<file path="config.mk">
export PLATFORM = sky130hd
export DESIGN_NAME = apb2axi_resp_tracker
export DESIGN_NICKNAME = d
export VERILOG_FILES = /design/src/rtl/apb2axi_resp_tracker.sv
export SDC_FILE = /design/constraint.sdc
export NUM_CORES = 1
export LEC_CHECK = 0
export CORE_MARGIN = 4
export CORE_UTILIZATION = 40
export DETAILED_ROUTE_END_ITERATION = 7
export HOLD_SLACK_MARGIN = 0.08
export RECOVER_POWER = 100
export SYNTH_ARGS = -nofsm -noshare
export SYNTH_HDL_FRONTEND = slang
export SYNTH_SLANG_ARGS = --single-unit
</file>
<file path="constraint.sdc">
create_clock -name aclk -period 4.15 [get_ports aclk]
set_input_delay 1.0375 -clock aclk [delete_from_list [all_inputs] [get_ports aclk]]
set_output_delay 1.0375 -clock aclk [all_outputs]
set_load 0.05 [all_outputs]
</file>
<file path="src/rtl/apb2axi_resp_tracker.sv">
// Per-ID completion tracker for the APB2AXI bridge: collects AXI B/R responses and pushes one tagged word per transaction.
// Optional watchdog: define APB2AXI_TRK_TIMEOUT_EN to force-complete entries idle for TIMEOUT_CYC cycles.
module apb2axi_resp_tracker #(
  parameter int unsigned AXI_ID_W    = 4,
  parameter int unsigned TAG_W       = 4,
  parameter int unsigned TIMEOUT_CYC = 1024,
  localparam int unsigned CPL_W      = TAG_W + 4
) (
  input  logic                aclk,
  input  logic                aresetn,
  input  logic                iss_valid,
  output logic                iss_ready,
  input  logic [AXI_ID_W-1:0] iss_id,
  input  logic [TAG_W-1:0]    iss_tag,
  input  logic                iss_is_write,
  input  logic [3:0]          iss_len,
  input  logic [AXI_ID_W-1:0] bid,
  input  logic [1:0]          bresp,
  input  logic                bvalid,
  output logic                bready,
  input  logic [AXI_ID_W-1:0] rid,
  input  logic [1:0]          rresp,
  input  logic                rlast,
  input  logic                rvalid,
  output logic                rready,
  output logic                cq_push_valid,
  input  logic                cq_push_ready,
  output logic [CPL_W-1:0]    cq_push_data,
  output logic [AXI_ID_W:0]   outst_cnt,
  output logic                unexp_pulse
);

  localparam int unsigned N = 1 << AXI_ID_W;

  logic [N-1:0]     vld_q;
  logic [N-1:0]     wr_q;
  logic [N-1:0]     perr_q;
  logic [TAG_W-1:0] tag_q  [N];
  logic [3:0]       len_q  [N];
  logic [4:0]       bcnt_q [N];
  logic [1:0]       resp_q [N];

  logic                slot_free;
  logic                iss_hs;
  logic                b_hs, b_ok;
  logic                r_hs, r_ok, r_last_ok;
  logic [1:0]          r_max;
  logic                r_perr_last, r_perr_mid;
  logic                to_fire;
  logic [AXI_ID_W-1:0] to_id;
  logic                ld;
  logic [CPL_W-1:0]    ld_data;

  // Handshakes and response classification; B wins over a last R beat
  always_comb begin
    slot_free   = !cq_push_valid || cq_push_ready;
    iss_ready   = !vld_q[iss_id];
    bready      = slot_free;
    rready      = rlast ? (slot_free && !bvalid) : 1'b1;
    iss_hs      = iss_valid && iss_ready;
    b_hs        = bvalid && bready;
    r_hs        = rvalid && rready;
    b_ok        = b_hs && vld_q[bid] && wr_q[bid];
    r_ok        = r_hs && vld_q[rid] && !wr_q[rid];
    r_last_ok   = r_ok && rlast;
    r_max       = (rresp > resp_q[rid]) ? rresp : resp_q[rid];
    r_perr_last = perr_q[rid] || (bcnt_q[rid] != 5'(len_q[rid]));
    r_perr_mid  = perr_q[rid] || (bcnt_q[rid] == (5'(len_q[rid]) + 5'd1));
  end

`ifdef APB2AXI_TRK_TIMEOUT_EN
  localparam int unsigned AGE_W = $clog2(TIMEOUT_CYC + 1);

  logic [AGE_W-1:0] age_q [N];
  logic             to_any;

  // Lowest expired ID is chosen; it may only load when no real response does
  always_comb begin
    to_any = 1'b0;
    to_id  = '0;
    for (int i = int'(N) - 1; i >= 0; i--) begin
      if (vld_q[i] && (age_q[i] == AGE_W'(TIMEOUT_CYC))) begin
        to_any = 1'b1;
        to_id  = AXI_ID_W'(i);
      end
    end
    to_fire = to_any && slot_free && !b_ok && !r_last_ok;
  end

  always_ff @(posedge aclk or negedge aresetn) begin
    if (!aresetn) begin
      for (int i = 0; i < int'(N); i++) age_q[i] <= '0;
    end else begin
      for (int i = 0; i < int'(N); i++) begin
        if (iss_hs && (iss_id == AXI_ID_W'(i)))
          age_q[i] <= '0;
        else if (r_ok && (rid == AXI_ID_W'(i)))
          age_q[i] <= '0;
        else if (vld_q[i] && (age_q[i] != AGE_W'(TIMEOUT_CYC)))
          age_q[i] <= age_q[i] + AGE_W'(1);
      end
    end
  end
`else
  logic unused_timeout;
  assign unused_timeout = |32'(TIMEOUT_CYC);
  assign to_fire = 1'b0;
  assign to_id   = '0;
`endif

  // Completion word selection
  always_comb begin
    ld      = b_ok || r_last_ok || to_fire;
    ld_data = '0;
    if (b_ok)
      ld_data = {tag_q[bid], 1'b1, perr_q[bid], bresp};
    else if (r_last_ok)
      ld_data = {tag_q[rid], 1'b0, r_perr_last, r_max};
    else if (to_fire)
      ld_data = {tag_q[to_id], wr_q[to_id], 1'b1, 2'b10};
  end

  // Transaction table; a freed entry is never the one being issued
  always_ff @(posedge aclk or negedge aresetn) begin
    if (!aresetn) begin
      vld_q  <= '0;
      wr_q   <= '0;
      perr_q <= '0;
      for (int i = 0; i < int'(N); i++) begin
        tag_q[i]  <= '0;
        len_q[i]  <= '0;
        bcnt_q[i] <= '0;
        resp_q[i] <= '0;
      end
    end else begin
      if (iss_hs) begin
        vld_q[iss_id]  <= 1'b1;
        wr_q[iss_id]   <= iss_is_write;
        tag_q[iss_id]  <= iss_tag;
        len_q[iss_id]  <= iss_len;
        bcnt_q[iss_id] <= '0;
        resp_q[iss_id] <= '0;
        perr_q[iss_id] <= 1'b0;
      end
      if (r_ok) begin
        resp_q[rid] <= r_max;
        bcnt_q[rid] <= (bcnt_q[rid] == 5'd16) ? 5'd16 : bcnt_q[rid] + 5'd1;
        if (rlast) begin
          perr_q[rid] <= r_perr_last;
          vld_q[rid]  <= 1'b0;
        end else begin
          perr_q[rid] <= r_perr_mid;
        end
      end
      if (b_ok)
        vld_q[bid] <= 1'b0;
      if (to_fire)
        vld_q[to_id] <= 1'b0;
    end
  end

  // Output slot, outstanding count and unexpected-response pulse
  always_ff @(posedge aclk or negedge aresetn) begin
    if (!aresetn) begin
      cq_push_valid <= 1'b0;
      cq_push_data  <= '0;
      outst_cnt     <= '0;
      unexp_pulse   <= 1'b0;
    end else begin
      if (ld) begin
        cq_push_valid <= 1'b1;
        cq_push_data  <= ld_data;
      end else if (cq_push_ready) begin
        cq_push_valid <= 1'b0;
      end
      if (iss_hs && !ld)
        outst_cnt <= outst_cnt + (AXI_ID_W+1)'(1);
      else if (!iss_hs && ld)
        outst_cnt <= outst_cnt - (AXI_ID_W+1)'(1);
      unexp_pulse <= (b_hs && !b_ok) || (r_hs && !r_ok);
    end
  end

endmodule
</file>
* Word-level counts from Yosys, hierarchy flattened
Index checks and enable logic that the tools add are counted.
Storage, ports and cells: register bits after elaboration 303, bits in latches 0, memory bits (writable) 0, ROM bits 0, input bits 32, word-level logic and storage cells 209, memories kept 0
Operators by class: $add $sub $neg 4, $mul 0, div/mod/pow operators 0, magnitude comparators 12, equality and inequality tests 3, shift-type cells 0, mux-type cells 72, bitwise gates (word level) 14, reduce and logical (&&, ||, !) cells 33
Operators by type and width (count):
- $mux W80 | 2
- $bwmux W64 | 2
- $mux W16 | 7
- $and A80 B80 Y80 | 1
- $bwmux W80 | 1
- $not A80 Y80 | 1
- $mux W32 | 2
- $and A16 B16 Y16 | 3
- $bmux W4 S4 | 3
- $bwmux W16 | 3
- $not A16 Y16 | 3
- $demux W5 S4 | 2
- $mux W5 | 7
- $and A32 B32 Y32 | 1
- $bwmux W32 | 1
- $not A32 Y32 | 1
- $bmux W1 S4 | 7
- $mux W4 | 7
- $bmux W5 S4 | 1
- $logic_and A1 B1 Y1 | 18
- $demux W2 S4 | 2
- $demux W4 S4 | 1
- $mux W8 | 2
- $or A16 B16 Y16 | 1
- other kinds (19) | 59

* Depth between registers and ports, before layout
depth in word-level cells 12, mapped depth 16, depth with buffers taken out 13

* Worst setup path after synthesis
No wires, ideal clock.
kind input port to flip-flop, from input cq_push_ready, to register outst_cnt[4], library setup time 143 ps, arrival time 4277 ps, required time 4007 ps, path slack -270 ps, stages on the path 13, path through nor2b_1 -> o21ai_0 -> nand2_1 -> inv_1 -> a31oi_1 -> ha_1 -> inv_1 -> ha_1 -> a21o_1 -> a21oi_1 -> xnor2_1 -> nor2_1 -> xor2_1
Between the ends: word-level cells in the longest chain between the ends 11, elaborated cells on any way between the ends 16, those cells by class 2 x mux; 14 x reduce/logical
RTL lines:
- start, declared | RTL line 27 | input logic cq_push_ready,
- $logic_or A1 B1 Y1 * | RTL line 56 | slot_free = !cq_push_valid || cq_push_ready;
- $logic_and A1 B1 Y1 * | RTL line 59 | rready = rlast ? (slot_free && !bvalid) : 1'b1;
- $mux W1 * | RTL line 59
- net rready | RTL line 25 | output logic rready,
- $logic_and A1 B1 Y1 * | RTL line 62 | r_hs = rvalid && rready;
- $logic_and A1 B1 Y1 * (2 in a row) | RTL line 64 | r_ok = r_hs && vld_q[rid] && !wr_q[rid];
- $logic_and A1 B1 Y1 * | RTL line 65 | r_last_ok = r_ok && rlast;
- $logic_or A1 B1 Y1 * | RTL line 113 | ld = b_ok || r_last_ok || to_fire;
- $logic_not A1 Y1 | RTL line 176 | if (iss_hs && !ld)
- $logic_and A1 B1 Y1 | RTL line 176
- $mux W5 or $reduce_bool A2 Y1 (tied branches)
- end signal, assigned | RTL line 177 | outst_cnt <= outst_cnt + (AXI_ID_W+1)'(1);
- end signal, assigned | RTL line 179 | outst_cnt <= outst_cnt - (AXI_ID_W+1)'(1);
- end, declared | RTL line 29 | output logic [AXI_ID_W:0] outst_cnt,
The timed path passes the listed nets; every way through them passes the cells marked *. A chain may end at the register's enable or synchronous reset.

* Worst setup path after layout
from input iss_id[0], to output iss_ready
Between the ends: word-level cells in the longest chain between the ends 3
RTL lines:
- start, declared | RTL line 13 | input logic [AXI_ID_W-1:0] iss_id,
- $bmux W1 S4 | RTL line 57 | iss_ready = !vld_q[iss_id];
- $mux W1 (not written as such) | RTL line 57
- $logic_not A1 Y1 | RTL line 57
- end, declared | RTL line 12 | output logic iss_ready,
Every way passes these cells. The select of a mux whose other input is x is not followed.

==> flow_summary.json <==
{
  "outcome": "finished with violations",
  "violations": "capacitance limit, slew limit",
  "rsz0062_at_grt": "false",
  "netlist_area_um2": 15800,
  "syn_area_per_cell_um2": 10.1,
  "grtUsageMet1": 0.355,
  "place_area_um2": 17700,
  "clk_pin_slew_ns": 0.05,
  "fillers": 3661,
  "antenna_left": 0,
  "final_cell_mix": "498 x nand2_1, 303 x dfrtp_1, 99 x nand3_1, 98 x mux4_2, 93 x o21ai_0",
  "synth-async-reset-ratio": 1.00,
  "total_power_mw": 11.0,
  "vias": 12900,
  "antenna_found_initial": 0,
  "grt-ovfl-total": 0,
  "finalSetupViolCount": 0,
  "netlist_instances": 1560,
  "cp_slowest_stage_delay_ns": 0.52,
  "hold_viol_final": 0,
  "setup_tns_ns": 0,
  "globalRouteMet3Util": 0.0562,
  "row_count": 72,
  "route.detailed.drc": 0,
  "ctsHoldBuffers": 0,
  "synth-edff-count": 0,
  "syn_nets": 1603,
  "crit_chain": "clkdlybuf4s50_1, buf_4, mux4_2, mux4_2, inv_1, clkbuf_4",
  "gp_congestion": 0.960,
  "power_density_nw_per_um2": 594,
  "drt-initial-drc-count": 1400,
  "cp_common_cell": "mux4_2",
  "placed_cells": 2151,
  "ys_types": 61,
  "ctsResizeCount": 0,
  "p_sw_mw": 3.75,
  "initial_core_util": 0.407,
  "seqCellArea_um2": 7580,
  "die_area_um2": 42800,
  "drt_wl_total_mm": 51.5,
  "chipHeight_um": 207,
  "coreArea_um2": 38900,
  "met2_usage": 0.373,
  "power_frac_clock": 0.284,
  "mostFrequentLayoutCell": "nand2_1",
  "io_pins": 50,
  "numCtsBuffers": 35,
  "setup_ws_ns": 0.141,
  "whs_ns": 0.457,
  "hold_class": "reg -> reg",
  "cp_num_buf_inv": 4,
  "maxCapViolations": 1,
  "crit_path_max_fanout": 6,
  "multi_input_area_um2": 7630,
  "area_growth_pct": 17.4,
  "critPathLaunchType": "input pin",
  "post-route-util": 0.478,
  "clockBufferDepth": 3,
  "stdcell_count": 2212,
  "yosysTopAreaCell": "dfrtp_1",
  "ys_ff_latch": 303,
  "antenna_cells": 0,
  "cp.arrival_ns": 2.97,
  "crit_family": "multiplexers",
  "place.port_buffers": 49,
  "grt-busiest-layer": "met2",
  "dp_hpwl_mm": 35.9,
  "swShare": 0.340,
  "slew_headroom": -0.589,
  "ir_drop_uv": 217,
  "ys.flop_type": "dfrtp_1",
  "final_area_um2": 18600,
  "grt_max_degree": 96,
  "p_leak_nw": 8.52,
  "wire_per_inst_um": 23.3,
  "grt_use_total": 0.244,
  "yosysSeqAreaShare": 0.479,
  "cts_tree": "built",
  "p_comb_frac": 0.304,
  "grt_pass1_vias": 12800,
  "clock.fmax_ghz": 0.249,
  "cts_root_buf": "clkbuf_16",
  "drive_gt1_frac": 0.178,
  "report.final.slew_viol_count": 96,
  "synth.area.top_cells": "dfrtp_1 48%, mux4_2 14%, nand2_1 12%",
  "grt_pass1_wl_mm": 79.4,
  "min_period_ns": 4.01,
  "worst_pin_slew_ns": 2.38,
  "fin_crit_sh": 0.966,
  "p_int_mw": 7.28,
  "htree_levels": 2,
  "yosysWarnings": 0,
  "via_per_inst": 5.83,
  "slowest_stage": "mux4_2",
  "nNetsFinal": 1713,
  "crit_type": "in -> out",
  "power_frac_seq": 0.412,
  "dpl_worst_slack_ns": -0.285,
  "finalClockSkew_ns": 0.0190,
  "endpoint_kind": "output port",
  "die_w_um": 207,
  "firstDrtPassIters": 5,
  "cts_num_sinks": 303,
  "cts_setup_buffers": 0,
  "synth_top_area_frac": 0.479,
  "crit_required_ns": 3.11,
  "insertion_delay_ns": 0.54
}
## flip-flops by register name (all words and copies together), names as in the netlist
name	flops
tag_q	64
cq_push_data	8
cq_push_valid	1
resp_q	32
outst_cnt	5
len_q	64
unexp_pulse	1
perr_q	16
wr_q	16
bcnt_q	80
vld_q	16
## power by group through the flow
stage          Combinational (mW)  Sequential, mW  Clock, mW
2_1_floorplan                2.13            4.54          0
3_3_place_gp                 3.38            4.53          0
3_5_place_dp                 3.44            4.57          0
4_1_cts                      3.45            4.52       3.17
5_1_grt                      3.69            4.64       3.31
6_report                     3.36            4.55       3.13
## cell usage after synthesis, drive strengths merged, types with 8 or more instances
cell,count
nand2,499
nor2,66
ha,10
nor3,11
clkbuf,77
a22oi,20
and2,8
xor2,10
mux4,108
inv,18
a22o,16
a221oi,14
a21oi,19
dfrtp,303
o21ai,96
a31oi,9
buf,42
a31o,24
o41ai,16
and3,13
nor2b,24
nand3,99
## logic make-up after synthesis
logic type | Yosys count | share of synthesized area
simple gates | 744 | 0.201
buf+inv | 137 | 0.0386
mux | 117 | 0.162
compound gates | 232 | 0.101
xor+xnor | 16 | 0.00980
fa+ha+maj | 11 | 0.00917
flops | 303 | 0.479
## worst register-to-register path: cells and delay by family (launching register included)
kind	cells	cell delay [ns]
fa+ha+maj	2	0.59
buf+inv	2	0.22
simple gates	3	0.48
xor+xnor	2	0.28
mux	1	0.47
compound gates	4	0.84
flops	1	0.49
## layout make-up
class                      instances  share of cell area
clock buffer                      51              0.0541
clock inverter                    10             0.00754
inverter                          18             0.00364
multi-input combinational       1120               0.410
sequential                       303               0.408
tap                              518              0.0349
timing repair buffer             192              0.0815
## path summary, 6_finish.rpt
check	start	cells after the start	slack, ns	to
worst max register to register	vld_q[6]	14	0.67	outst_cnt[4]
worst min-delay path	outst_cnt[4]	1	0.46	outst_cnt[4]
worst max-delay path	iss_id[0]	6	0.14	iss_ready
min in group asynchronous	aresetn	1	1.23	tag_q[6]
worst min register to register	outst_cnt[4]	1	0.46	outst_cnt[4]
max in group asynchronous	aresetn	2	0.63	bcnt_q[35]
## metal layers
metal | share of wire | wire (um)
met5 | 0 | 0
met4 | 0.026 | 1320
met3 | 0.094 | 4830
met2 | 0.45 | 23000
met1 | 0.43 | 22400
Note: power is estimated with default switching activity, not from simulation.
==> variant 1, RTL diff (same flow settings) <==
`AXI_ID_W`: 4 -> 3.
--- a/src/rtl/apb2axi_resp_tracker.sv
+++ b/src/rtl/apb2axi_resp_tracker.sv
@@ -3,3 +3,3 @@
 module apb2axi_resp_tracker #(
-  parameter int unsigned AXI_ID_W    = 4,
+  parameter int unsigned AXI_ID_W    = 3,
   parameter int unsigned TAG_W       = 4,
Ports: changed (resized bid, iss_id, outst_cnt and rid); port bits go from 50 to 46. The function was not compared with the original's and may differ.
==> variant 1 against the original RTL <==
Routed wire length shrank 53%; sequential cell count shrank 145; total power shrank 41%; worst hold slack gained 0.018 ns; the run still ends with max-capacitance violations, max-slew violations left; count of clock-buffer cells in the layout shrank 33; die area shrank 47%; sequential share of layout area grew 0.22 points; maximum frequency grew 5.2%; core utilization grew 1.1 points; final area shrank 48%; sequential power shrank 40%; non-clock buffer count shrank 92; area after synthesis shrank 49%; worst setup slack gained 0.20 ns.
==> variant 1: results (changes against the original RTL) <==
metric	value	unit	change
status	finished with violations		
failing checks	max-capacitance violations, max-slew violations		
Synth cell types	79		+30%
Crit Reg-Reg Endpoint	outst_cnt[3]		
slew margin rel.	-18.98	%	+40 points
WL per Instance	22.22	um	-4.6%
M1 WL	10180	um	-55%
clk buf depth	2		-1
layout cell share with drive strength beyond 1	21.12	%	+3.4 points
maxcap violations	1		unchanged
largest net degree at the start of global routing	88		-8.3%
Via Count	6556		-49%
# placed instances	1052		-51%
CTS HTree Levels	4		+2
syn avg cell area	11.21	um2	+10%
layout net count	845		-51%
CTS clock-pin slew for the worst setup and hold paths	0.07	ns	+0.02 ns
final slew viol count	73		-24%
clock skew	0.01201	ns	-0.007005 ns
reg-to-reg setup timing slack	1.23	ns	+0.56 ns
FF-to-FF Start	wr_q[1]		
vias per cell	6.048		+3.7%
dpl cell area	9136	um2	-48%
Commonest cells post-synth	dfrtp_1, nand3_1, mux2_2		
VDD IR max	0.0003457	V	+59%
Leak	4.172	nW	-51%
TritonCTS buffer count	17		-51%
biggest regs	bcnt_q x40, len_q x32, tag_q x32		
Synth area leaders	dfrtp_1, mux2_2, nand3_1		
met3 WL post-DR	1725	um	-64%
hpwl dp	16720	um	-53%
Initial DRC Count	759		-46%
worst-skew pair later-pin latency	0.44	ns	-0.10 ns
## variant 1: worst min path at each step
stage | startpoint | to | cells past startpoint
3_3_place_gp | len_q[28] | len_q[28] | 2
6_report | outst_cnt[3] | outst_cnt[3] | 1
3_5_place_dp | len_q[30] | len_q[30] | 2
2_1_floorplan | len_q[30] | len_q[30] | 2
4_1_cts | cq_push_data[6] | cq_push_data[6] | 2
5_1_grt | cq_push_data[3] | cq_push_data[3] | 1
## variant 1: cell type report
type                    instances  area, um2
clock buffers                  18      439.2
clock inverters                14      157.7
fillers                      1760      10080
inverters                      20      75.07
multi-input cells             509       3870
flip-flops and latches        158       3954
well taps                     265      331.6
repair buffers                100      812.0
## variant 1: stage by stage
step | worst slack [ns] | hold WS [ns]
floorplan | 0.1816 | 0.4381
global placement | 0.2277 | 0.4548
detailed placement | 0.1520 | 0.4673
CTS | 0.4567 | 0.4875
global route | 0.2051 | 0.4976
finish | 0.3380 | 0.4754
## variant 1: worst max-delay path, stage by stage
cell and delay [ns]:
dlygate4sd3_1 0.65, mux4_2 0.54, mux2i_1 0.18, clkbuf_1 0.21
buf_12 0.16
## variant 1: metal layers
layer,GRT usage [%],vias up
met4,8.885,0
li1,-,2894
met1,29.66,3302
met3,3.883,45
met5,0,-
met2,35.84,315
## variant 1: cells by family (layout without fill, tap and decap cells)
logic type | count (synthesis) | count (layout) | synth area share [%]
simple gates | 214 | 214 | 13.61
compound gates | 170 | 170 | 14.68
flops | 158 | 158 | 48.58
mux | 101 | 101 | 16.05
buf+inv | 59 | 152 | 3.766
xor+xnor | 14 | 14 | 1.691
fa+ha+maj | 10 | 10 | 1.630
## variant 1: where the power goes
group	leakage [nW]	switching, W	internal (W)
Sequential	2.00	0.000497	0.00222
Clock	0.295	0.000684	0.000915
Combinational	1.88	0.00117	0.00102
Total	4.17	0.00236	0.00415
==> variant 2, RTL diff (config.mk and constraints unchanged) <==
Without the edit above. Put one more register stage on the output `outst_cnt`, cleared by the reset. The value now appears one clock later. The other outputs are not delayed to match.
--- a/src/rtl/apb2axi_resp_tracker.sv
+++ b/src/rtl/apb2axi_resp_tracker.sv
@@ -33,2 +33,4 @@
   localparam int unsigned N = 1 << AXI_ID_W;
+
+  logic [AXI_ID_W:0] outst_cnt_s0;
 
@@ -166,3 +168,3 @@
       cq_push_data  <= '0;
-      outst_cnt     <= '0;
+      outst_cnt_s0  <= '0;
       unexp_pulse   <= 1'b0;
@@ -176,5 +178,5 @@
       if (iss_hs && !ld)
-        outst_cnt <= outst_cnt + (AXI_ID_W+1)'(1);
+        outst_cnt_s0 <= outst_cnt_s0 + (AXI_ID_W+1)'(1);
       else if (!iss_hs && ld)
-        outst_cnt <= outst_cnt - (AXI_ID_W+1)'(1);
+        outst_cnt_s0 <= outst_cnt_s0 - (AXI_ID_W+1)'(1);
       unexp_pulse <= (b_hs && !b_ok) || (r_hs && !r_ok);
@@ -183,2 +185,10 @@
 
+  always_ff @(posedge aclk or negedge aresetn) begin
+    if (!aresetn) begin
+      outst_cnt <= '0;
+    end else begin
+      outst_cnt <= outst_cnt_s0;
+    end
+  end
+
 endmodule
Formal check against the unedited RTL: not equivalent (a bounded check fails within 4 cycles, from zero or initial values and one cycle with aresetn low).
==> variant 2 against the original RTL <==
The run still ends with max-capacitance violations, max-slew violations left; total power fell by 3.4%; worst setup slack lost 0.0056 ns; area after synthesis fell by 1.3%; critical endpoint is now perr_q[1]; sequential cell count rose by 5; routed wire length decreased by 9.3%; core utilization decreased by 0.12 points; final area down 0.95%; die area shrank 1.2%.
==> variant 2: results (changes against the original RTL) <==
metric	value	unit	change
status	finished with violations		
failing checks	max-capacitance violations, max-slew violations		
HP Start	outst_cnt_s0[4]		
met2 usage	35.57	%	-1.7 points
number of fill cells	3547		-3.1%
Reg power frac	41.8	%	+0.6 points
final slew viol count	80		-17%
Hold EP	outst_cnt[4]		
Crit Reg-Reg Endpoint	perr_q[1]		
Via Count	12050		-6.6%
layout cell share with drive strength beyond 1	20.01	%	+2.2 points
met2 WL	21690	um	-5.8%
GPL Wtd Cong	0.8948		-6.8%
maxcap violations	1		unchanged
Synth cell types	63		+3.3%
first-pass GRT wire length	73010	um	-8.1%
WL per Instance	22.12	um	-5.1%
XOR/XNOR share of the synthesized area	0.7846	%	-0.20 points
slowest CP cell	clkbuf_1		
CP arrival	4.37	ns	+1.40 ns
largest net degree at the start of global routing	89		-7.3%
syn avg cell area	10.75	um2	+5.9%
CTS clock-pin slew for the worst setup and hold paths	0.07	ns	+0.02 ns
VDD IR max	0.0002524	V	+16%
FF-to-FF Start	wr_q[1]		
TritonCTS buffer count	34		-2.9%
slew at the pin with the worst max-slew slack	2.007	ns	-0.3760 ns
# placed instances	2055		-4.5%
reg2reg path depth	10		-4
Compound-Gate Fraction of Synth Area	7.910	%	-2.2 points
critical path's largest stage delay	0.71	ns	+0.19 ns
Setup crit start	rid[3]		
hpwl dp	31940	um	-11%
clock skew	0.02039	ns	+0.001382 ns
post-synthesis adder-cell area fraction	0.9287	%	+0.012 points
Peak Freq	0.2491	GHz	-0.14%
syn nets	1497		-6.6%
crit end category	flip-flop		
reg-to-reg setup timing slack	0.58	ns	-0.09 ns
layout net count	1616		-5.7%
switching share of power	31.39	%	-2.6 points
DR pass1 iterations	6		+1
vias per cell	5.704		-2.2%
dpl ws	-0.1327	ns	+0.1520 ns
==> variant 2: metrics by stage <==
| step | util [%] | instance area (um2) |
|---|---|---|
| floorplan | - | 15640 |
| global placement | 45.17 | 17460 |
| detailed placement | 45.17 | 17460 |
| CTS | 48.20 | 18630 |
| global route | 47.64 | 18410 |
| finish | 47.64 | 18410 |
==> variant 2: cells by family after synthesis <==
family | Yosys count
simple gates | 638
buf+inv | 117
fa+ha+maj | 11
xor+xnor | 14
compound gates | 196
mux | 170
flops | 308
==> variant 2: final cells by class <==
type | instances | area share (%)
repair buffers | 183 | 7.727
well taps | 518 | 3.520
multi-input cells | 1029 | 40.17
inverters | 17 | 0.3534
clock inverters | 15 | 1.244
clock buffers | 42 | 5.118
flip-flops and latches | 308 | 41.86
==> variant 2: worst max-delay path: cells and delay by family <==
kind	cells	cell delay, ns
AOI/OAI and AO/OA	2	0.21
buffers and inverters	4	1.56
muxes	2	0.84
and+or+nand+nor	3	0.70
